--- config.mk ---
export PLATFORM = sky130hd
export DESIGN_NAME = bubble_sort_engine
export DESIGN_NICKNAME = d
export VERILOG_FILES = /design/src/rtl/bubble_sort_pkg.sv /design/src/rtl/bubble_sort_engine_cmp.sv /design/src/rtl/bubble_sort_engine.sv
export SDC_FILE = /design/constraint.sdc
export NUM_CORES = 1
export LEC_CHECK = 0
export BUFFER_PORTS_ARGS = -buffer_cell sky130_fd_sc_hd__buf_2
export CAP_MARGIN = 20
export CORE_MARGIN = 2
export CORE_UTILIZATION = 50
export CTS_BUF_LIST = sky130_fd_sc_hd__clkbuf_4 sky130_fd_sc_hd__clkbuf_8 sky130_fd_sc_hd__clkbuf_16
export DETAILED_ROUTE_END_ITERATION = 10
export PLACE_DENSITY = 0.75
export SYNTH_ARGS = -nofsm -noshare
export SYNTH_HDL_FRONTEND = slang
export SYNTH_SLANG_ARGS = --single-unit
--- constraint.sdc ---
create_clock -name clk -period 5.6 [get_ports clk]
set_input_delay 0.56 -clock clk [delete_from_list [all_inputs] [get_ports clk]]
set_output_delay 0.56 -clock clk [all_outputs]
set_load 0.01 [all_outputs]
--- src/rtl/bubble_sort_pkg.sv ---
`default_nettype none
// ============================================================================
//  Module   : bubble_sort_pkg
//  Purpose  : Shared state encoding and ordering predicate for the bubble
//             sort engine and its compare-exchange cell.
//  Revision : 1.0  initial release
// ============================================================================
package bubble_sort_pkg;

    // Width that every element is extended to before comparison; elements
    // wider than this are not supported.
    localparam int unsigned CMP_W = 64;

    typedef enum logic [1:0] {
        ST_IDLE = 2'd0,
        ST_SORT = 2'd1,
        ST_OUT  = 2'd2
    } state_t;

    // True when the pair (a, b) violates the requested order. Equal values
    // are never out of order, which keeps the sort stable.
    function automatic logic out_of_order(
        input logic [CMP_W-1:0] a,
        input logic [CMP_W-1:0] b,
        input logic             desc,
        input logic             signed_mode
    );
        logic gt;
        logic lt;
        if (signed_mode) begin
            gt = $signed(a) > $signed(b);
            lt = $signed(a) < $signed(b);
        end else begin
            gt = a > b;
            lt = a < b;
        end
        return desc ? lt : gt;
    endfunction

endpackage
`default_nettype wire

--- src/rtl/bubble_sort_engine_cmp.sv ---
`default_nettype none
// ============================================================================
//  Module   : sort_cmp_swap
//  Purpose  : Combinational compare-exchange cell. o_lo goes to the lower
//             index, o_hi to the higher index; they are the inputs exchanged
//             when the pair is out of order.
//  Revision : 1.0  initial release
// ============================================================================
module sort_cmp_swap
    import bubble_sort_pkg::*;
#(
    parameter int W      = 8,
    parameter int SIGNED = 0
) (
    input  logic [W-1:0] i_a,
    input  logic [W-1:0] i_b,
    input  logic         i_desc,
    output logic [W-1:0] o_lo,
    output logic [W-1:0] o_hi,
    output logic         o_swapped
);

    logic [CMP_W-1:0] w_a_ext;
    logic [CMP_W-1:0] w_b_ext;

    // Sign- or zero-extend so a single wide compare serves both modes.
    generate
        if (SIGNED != 0) begin : g_signed_ext
            assign w_a_ext = CMP_W'($signed(i_a));
            assign w_b_ext = CMP_W'($signed(i_b));
        end else begin : g_unsigned_ext
            assign w_a_ext = CMP_W'(i_a);
            assign w_b_ext = CMP_W'(i_b);
        end
    endgenerate

    assign o_swapped = out_of_order(w_a_ext, w_b_ext, i_desc, SIGNED != 0);
    assign o_lo      = o_swapped ? i_b : i_a;
    assign o_hi      = o_swapped ? i_a : i_b;

endmodule
`default_nettype wire

--- src/rtl/bubble_sort_engine.sv ---
`default_nettype none
// ============================================================================
//  Module   : bubble_sort_engine
//  Purpose  : Streams in N words, bubble-sorts them in place (one
//             compare-exchange per cycle, early exit on a swap-free pass)
//             and streams them back out, reporting the swap count.
//  Revision : 1.0  initial release
// ============================================================================
module bubble_sort_engine
    import bubble_sort_pkg::*;
#(
    parameter int N      = 4,
    parameter int W      = 8,
    parameter int SIGNED = 0
) (
    input  logic                              clk,
    input  logic                              rst,
    input  logic                              i_in_valid,
    output logic                              o_in_ready,
    input  logic [W-1:0]                      i_in_data,
    input  logic                              i_sort,
    input  logic                              i_descend,
    output logic                              o_busy,
    output logic                              o_done,
    output logic                              o_out_valid,
    input  logic                              i_out_ready,
    output logic [W-1:0]                      o_out_data,
    output logic [$clog2(N*(N-1)/2+1)-1:0]    o_swaps
);

    localparam int IW = $clog2(N);
    localparam int SW = $clog2(N*(N-1)/2+1);
    // The load counter must be able to hold N itself.
    localparam int CW = IW + 1;

    state_t          r_state;
    logic [W-1:0]    r_elem [N];
    logic [CW-1:0]   r_load_cnt;
    logic [IW-1:0]   r_j;
    logic [IW-1:0]   r_lim;
    logic [IW-1:0]   r_k;
    logic            r_pass_swap;
    logic            r_desc;
    logic [SW-1:0]   r_swaps;
    logic            r_in_ready;
    logic            r_busy;
    logic            r_done;
    logic            r_out_valid;
    logic [W-1:0]    r_out_data;

    logic [IW-1:0]   w_j1;
    logic [W-1:0]    w_lo;
    logic [W-1:0]    w_hi;
    logic            w_swapped;

    assign w_j1 = r_j + IW'(1);

    sort_cmp_swap #(
        .W      (W),
        .SIGNED (SIGNED)
    ) u_cmp (
        .i_a       (r_elem[r_j]),
        .i_b       (r_elem[w_j1]),
        .i_desc    (r_desc),
        .o_lo      (w_lo),
        .o_hi      (w_hi),
        .o_swapped (w_swapped)
    );

    // Control FSM, index counters, element bank and registered outputs.
    always_ff @(posedge clk or posedge rst) begin
        if (rst) begin
            r_state     <= ST_IDLE;
            for (int i = 0; i < N; i++) r_elem[i] <= '0;
            r_load_cnt  <= '0;
            r_j         <= '0;
            r_lim       <= '0;
            r_k         <= '0;
            r_pass_swap <= 1'b0;
            r_desc      <= 1'b0;
            r_swaps     <= '0;
            r_in_ready  <= 1'b1;
            r_busy      <= 1'b0;
            r_done      <= 1'b0;
            r_out_valid <= 1'b0;
            r_out_data  <= '0;
        end else begin
            unique case (r_state)
                ST_IDLE: begin
                    // A load can only happen below N, so it never competes
                    // with an accepted sort request.
                    if (i_in_valid && r_in_ready) begin
                        r_elem[r_load_cnt[IW-1:0]] <= i_in_data;
                        r_load_cnt <= r_load_cnt + CW'(1);
                        r_in_ready <= (r_load_cnt + CW'(1)) < CW'(N);
                    end else if (i_sort && (r_load_cnt == CW'(N))) begin
                        r_desc      <= i_descend;
                        r_j         <= '0;
                        r_lim       <= IW'(N - 1);
                        r_pass_swap <= 1'b0;
                        r_swaps     <= '0;
                        r_in_ready  <= 1'b0;
                        r_busy      <= 1'b1;
                        r_state     <= ST_SORT;
                    end
                end
                ST_SORT: begin
                    if (w_swapped) begin
                        r_elem[r_j]  <= w_lo;
                        r_elem[w_j1] <= w_hi;
                        r_swaps      <= r_swaps + SW'(1);
                        r_pass_swap  <= 1'b1;
                    end
                    if (r_j != (r_lim - IW'(1))) begin
                        r_j <= w_j1;
                    end else if ((r_pass_swap || w_swapped) && (r_lim > IW'(1))) begin
                        r_lim       <= r_lim - IW'(1);
                        r_j         <= '0;
                        r_pass_swap <= 1'b0;
                    end else begin
                        r_k         <= '0;
                        r_busy      <= 1'b0;
                        r_done      <= 1'b1;
                        r_out_valid <= 1'b1;
                        // Element 0 may be rewritten on this very cycle
                        // when the final pass is the single pair (0,1).
                        r_out_data  <= ((r_j == '0) && w_swapped) ? w_lo : r_elem[0];
                        r_state     <= ST_OUT;
                    end
                end
                ST_OUT: begin
                    if (i_out_ready) begin
                        if (r_k == IW'(N - 1)) begin
                            r_load_cnt  <= '0;
                            r_in_ready  <= 1'b1;
                            r_done      <= 1'b0;
                            r_out_valid <= 1'b0;
                            r_out_data  <= '0;
                            r_state     <= ST_IDLE;
                        end else begin
                            r_k        <= r_k + IW'(1);
                            r_out_data <= r_elem[r_k + IW'(1)];
                        end
                    end
                end
                default: r_state <= ST_IDLE;
            endcase
        end
    end

    assign o_in_ready  = r_in_ready;
    assign o_busy      = r_busy;
    assign o_done      = r_done;
    assign o_out_valid = r_out_valid;
    assign o_out_data  = r_out_data;
    assign o_swaps     = r_swaps;

endmodule
`default_nettype wire

==> results.py <==
metrics = {
    "synthesis": {
        "synth_top_area_share": 0.3360,
        "synth_largest_area_cell": "dfrtp_1",
        "synth_top_cells_by_area": "dfrtp_1, mux4_2, a221oi_1",
        "ys_types": 52,
        "syn_area_per_cell_um2": 9.952,
        "synth_most_common_cell": "nand2_1",
        "seq_area_frac_synth": 0.3421,
        "ys_async_sr_fraction": 1.000,
        "netlist_area_um2": 4319,
        "synth_fp_nets": 467,
        "syn_inst": 434,
        "synth_edf_count": 0,
        "yosys_most_used_dff": "dfrtp_1",
        "ys_ff_latch": 59,
        "synth_common_cells": "nand2_1, dfrtp_1, inv_1",
        "yosysWarnings": 0,
    },
    "placed_design": {
        "dp_cells": 547,
        "dp_hpwl_um": 7882,
        "gp_congestion": 0.8616,
        "pre_cts_ws_ns": 0.9967,
        "portBuffers": 28,
        "post_dp_cell_area_um2": 4508,
    },
    "cts": {
        "worstSkewPairLatency_ns": 0.35,
        "cts_tree": "built",
        "htree_levels": 3,
        "cts_buffer_depth": 2,
        "cts_root_buf": "clkbuf_8",
        "numCtsBuffers": 9,
        "post-cts-setup-buffer-count": 0,
        "clkTransAtPathRegs_ns": 0.07,
        "cts_sinks": 59,
        "cts_hold_buf": 0,
        "cts-resized-gates": 0,
    },
    "floorplanning": {
        "die_height_um": 96.94,
        "core-area_um2": 8299,
        "rows": 33,
        "initial_core_util": 0.5204,
        "dieArea_um2": 9397,
        "io_pins": 29,
        "dieWidth_um": 96.94,
    },
    "flow_run": {
        "cap_violations": 0,
    },
    "worst_setup_path": {
        "critPathBufInv": 2,
        "r2r_slack_ns": 0.89,
        "slowest_delay_ns": 0.76,
        "critical_path_class": "flop to flop",
        "reg2regPathDepth": 12,
        "required_ns": 5.83,
        "endpoint": "o_out_data[1]$_DFFE_PP0P_",
        "crit_family": "compound AO/OA/AOI/OAI gates",
        "cp-startpoint": "r_j[1]$_DFFE_PP0P_",
        "setup.worst_path.end_class": "flop",
        "timing.rr.start": "r_j[1]$_DFFE_PP0P_",
        "crit_arrival_ns": 4.93,
        "startpoint_type": "flop",
        "cpMaxStageDelayCell": "a211oi_2",
        "path_depth": 12,
        "cp_max_fo": 13,
        "path_cells": "inv_1 -> ha_1 -> mux4_2 -> inv_1 -> ha_1 -> a211oi_2 -> o21ai_0 -> and3b_1 -> o31ai_4 -> a211oi_2 -> a21oi_1 -> a221oi_1",
        "timing.rr.end": "o_out_data[1]$_DFFE_PP0P_",
    },
    "cells_and_area": {
        "stdcell_count": 565,
        "syn_to_final_growth_pct": 10.25,
        "antennaDiodeCount": 0,
        "final_cell_area_um2": 4762,
        "num-fill-cells": 691,
        "drive_gt1_frac": 0.2261,
        "nets": 488,
    },
    "grt": {
        "antenna_found_initial": 0,
        "grt_max_degree": 60,
        "grt_pass1_vias": 3544,
        "grtUsageTotal": 0.2428,
        "grt_pass1_wl_um": 18230,
        "overflow": 0,
    },
    "sta": {
        "setup-violations-final": 0,
        "tightest_slew_ns": 0.8879,
        "finalCritPeriodShare": 0.8406,
        "rsz0062_at_grt": "no",
        "clock_skew_ns": 0.008405,
        "worst_slack_ns": 0.8925,
        "timing.fmax_mhz": 212.4,
        "slew_headroom": 0.4070,
        "min_period_ns": 4.708,
        "drv_slew": 0,
        "hold_violations": 0,
        "final.setup.tns_ns": 0,
    },
    "worst_hold_path": {
        "worst_hold_path_type": "input pin to asynchronous set/reset pin",
    },
    "detailed_routing": {
        "drc": 0,
        "drt_iter0_markers": 365,
        "vias_per_cell": 6.605,
        "drtAntennaViolNets": 0,
        "vias": 3732,
        "avgRoutedWirePerCell_um": 19.54,
        "routed_wl_um": 11040,
        "drt_pre_antenna_iters": 5,
    },
    "status": {
        "status": "complete, no violations",
    },
}
[through the flow]
stage / hold WS [ns] / util
CTS: 0.4385 / 0.5711
detailed placement: 0.4832 / 0.5432
global route: 0.4545 / 0.5738
global placement: 0.4695 / 0.5423
floorplan: 0.4686 / -
finish: 0.4154 / 0.5738
[tightest hold or removal path, delay by kind of cell]
| kind | cells | cell delay [ns] |
|---|---|---|
| buffers and inverters | 3 | 0.71 |
[cells in the final DEF (no fill, tap or decap), types with 2 or more instances in the layout]
cell	instances
nor3_1	2
o211ai_1	2
nor2b_1	3
clkbuf_8	11
mux2_2	5
mux4_2	24
a31oi_1	2
a211oi_2	3
a21o_1	3
dfrtp_1	58
nor2_1	30
o41ai_1	2
buf_2	28
a21oi_1	18
a221oi_1	35
o21ai_0	21
ha_1	19
a22oi_1	3
mux2_4	10
o221ai_1	4
mux2i_1	5
nand2_1	59
nand3_1	5
bufinv_16	2
a22o_1	5
nand3b_1	2
buf_4	8
o31ai_1	28
nand4_1	2
inv_1	35
[per-layer routing]
layer	part of all wire	up-vias	wire, µm	GRT usage
li1	-	1699	-	-
met1	0.43	1799	4789	0.3432
met2	0.45	210	4941	0.3579
met3	0.10	24	1099	0.06286
met4	0.019	0	210	0.09642
met5	0	-	0	0
[cell families after synthesis]
group	Yosys count	share of synthesized area
compound gates	135	0.2349
simple gates	112	0.1167
buf+inv	63	0.06257
flops	59	0.3421
mux	44	0.1845
fa+ha+maj	19	0.05504
xor+xnor	2	0.004056
[cell type report]
class | count | area [µm²] | share of cell area
flip-flops and latches | 59 | 1478 | 0.3103
inverters | 36 | 135.1 | 0.02838
clock inverters | 4 | 72.57 | 0.01524
clock buffers | 12 | 158.9 | 0.03337
repair buffers | 37 | 215.2 | 0.04519
multi-input cells | 312 | 2571 | 0.5399
well taps | 105 | 131.4 | 0.02759
[registers in the layout (all words and copies together), names as in the netlist, 2 cells and up]
signal and cells:
r_j 2, r_elem 32, o_swaps 3, o_out_data 8, r_state 2, r_lim 2
r_k 2, r_load_cnt 3
[worst min-delay path by stage]
stage                                  from                       to  depth (start not counted)
detailed placement       o_busy$_DFFE_PP0P_       o_busy$_DFFE_PP0P_                          1
global placement         o_busy$_DFFE_PP0P_       o_busy$_DFFE_PP0P_                          1
finish                                  rst     r_lim[0]$_DFFE_PP0P_                          3
floorplan           r_pass_swap$_DFFE_PP0P_  r_pass_swap$_DFFE_PP0P_                          2
CTS                                     rst     r_lim[0]$_DFFE_PP0P_                          3
global route                      i_descend       r_desc$_DFFE_PP0P_                          2
Power is left out: the tool's default activity adds up to more than one toggle a clock period on the data nets, which glitch-free logic cannot reach.
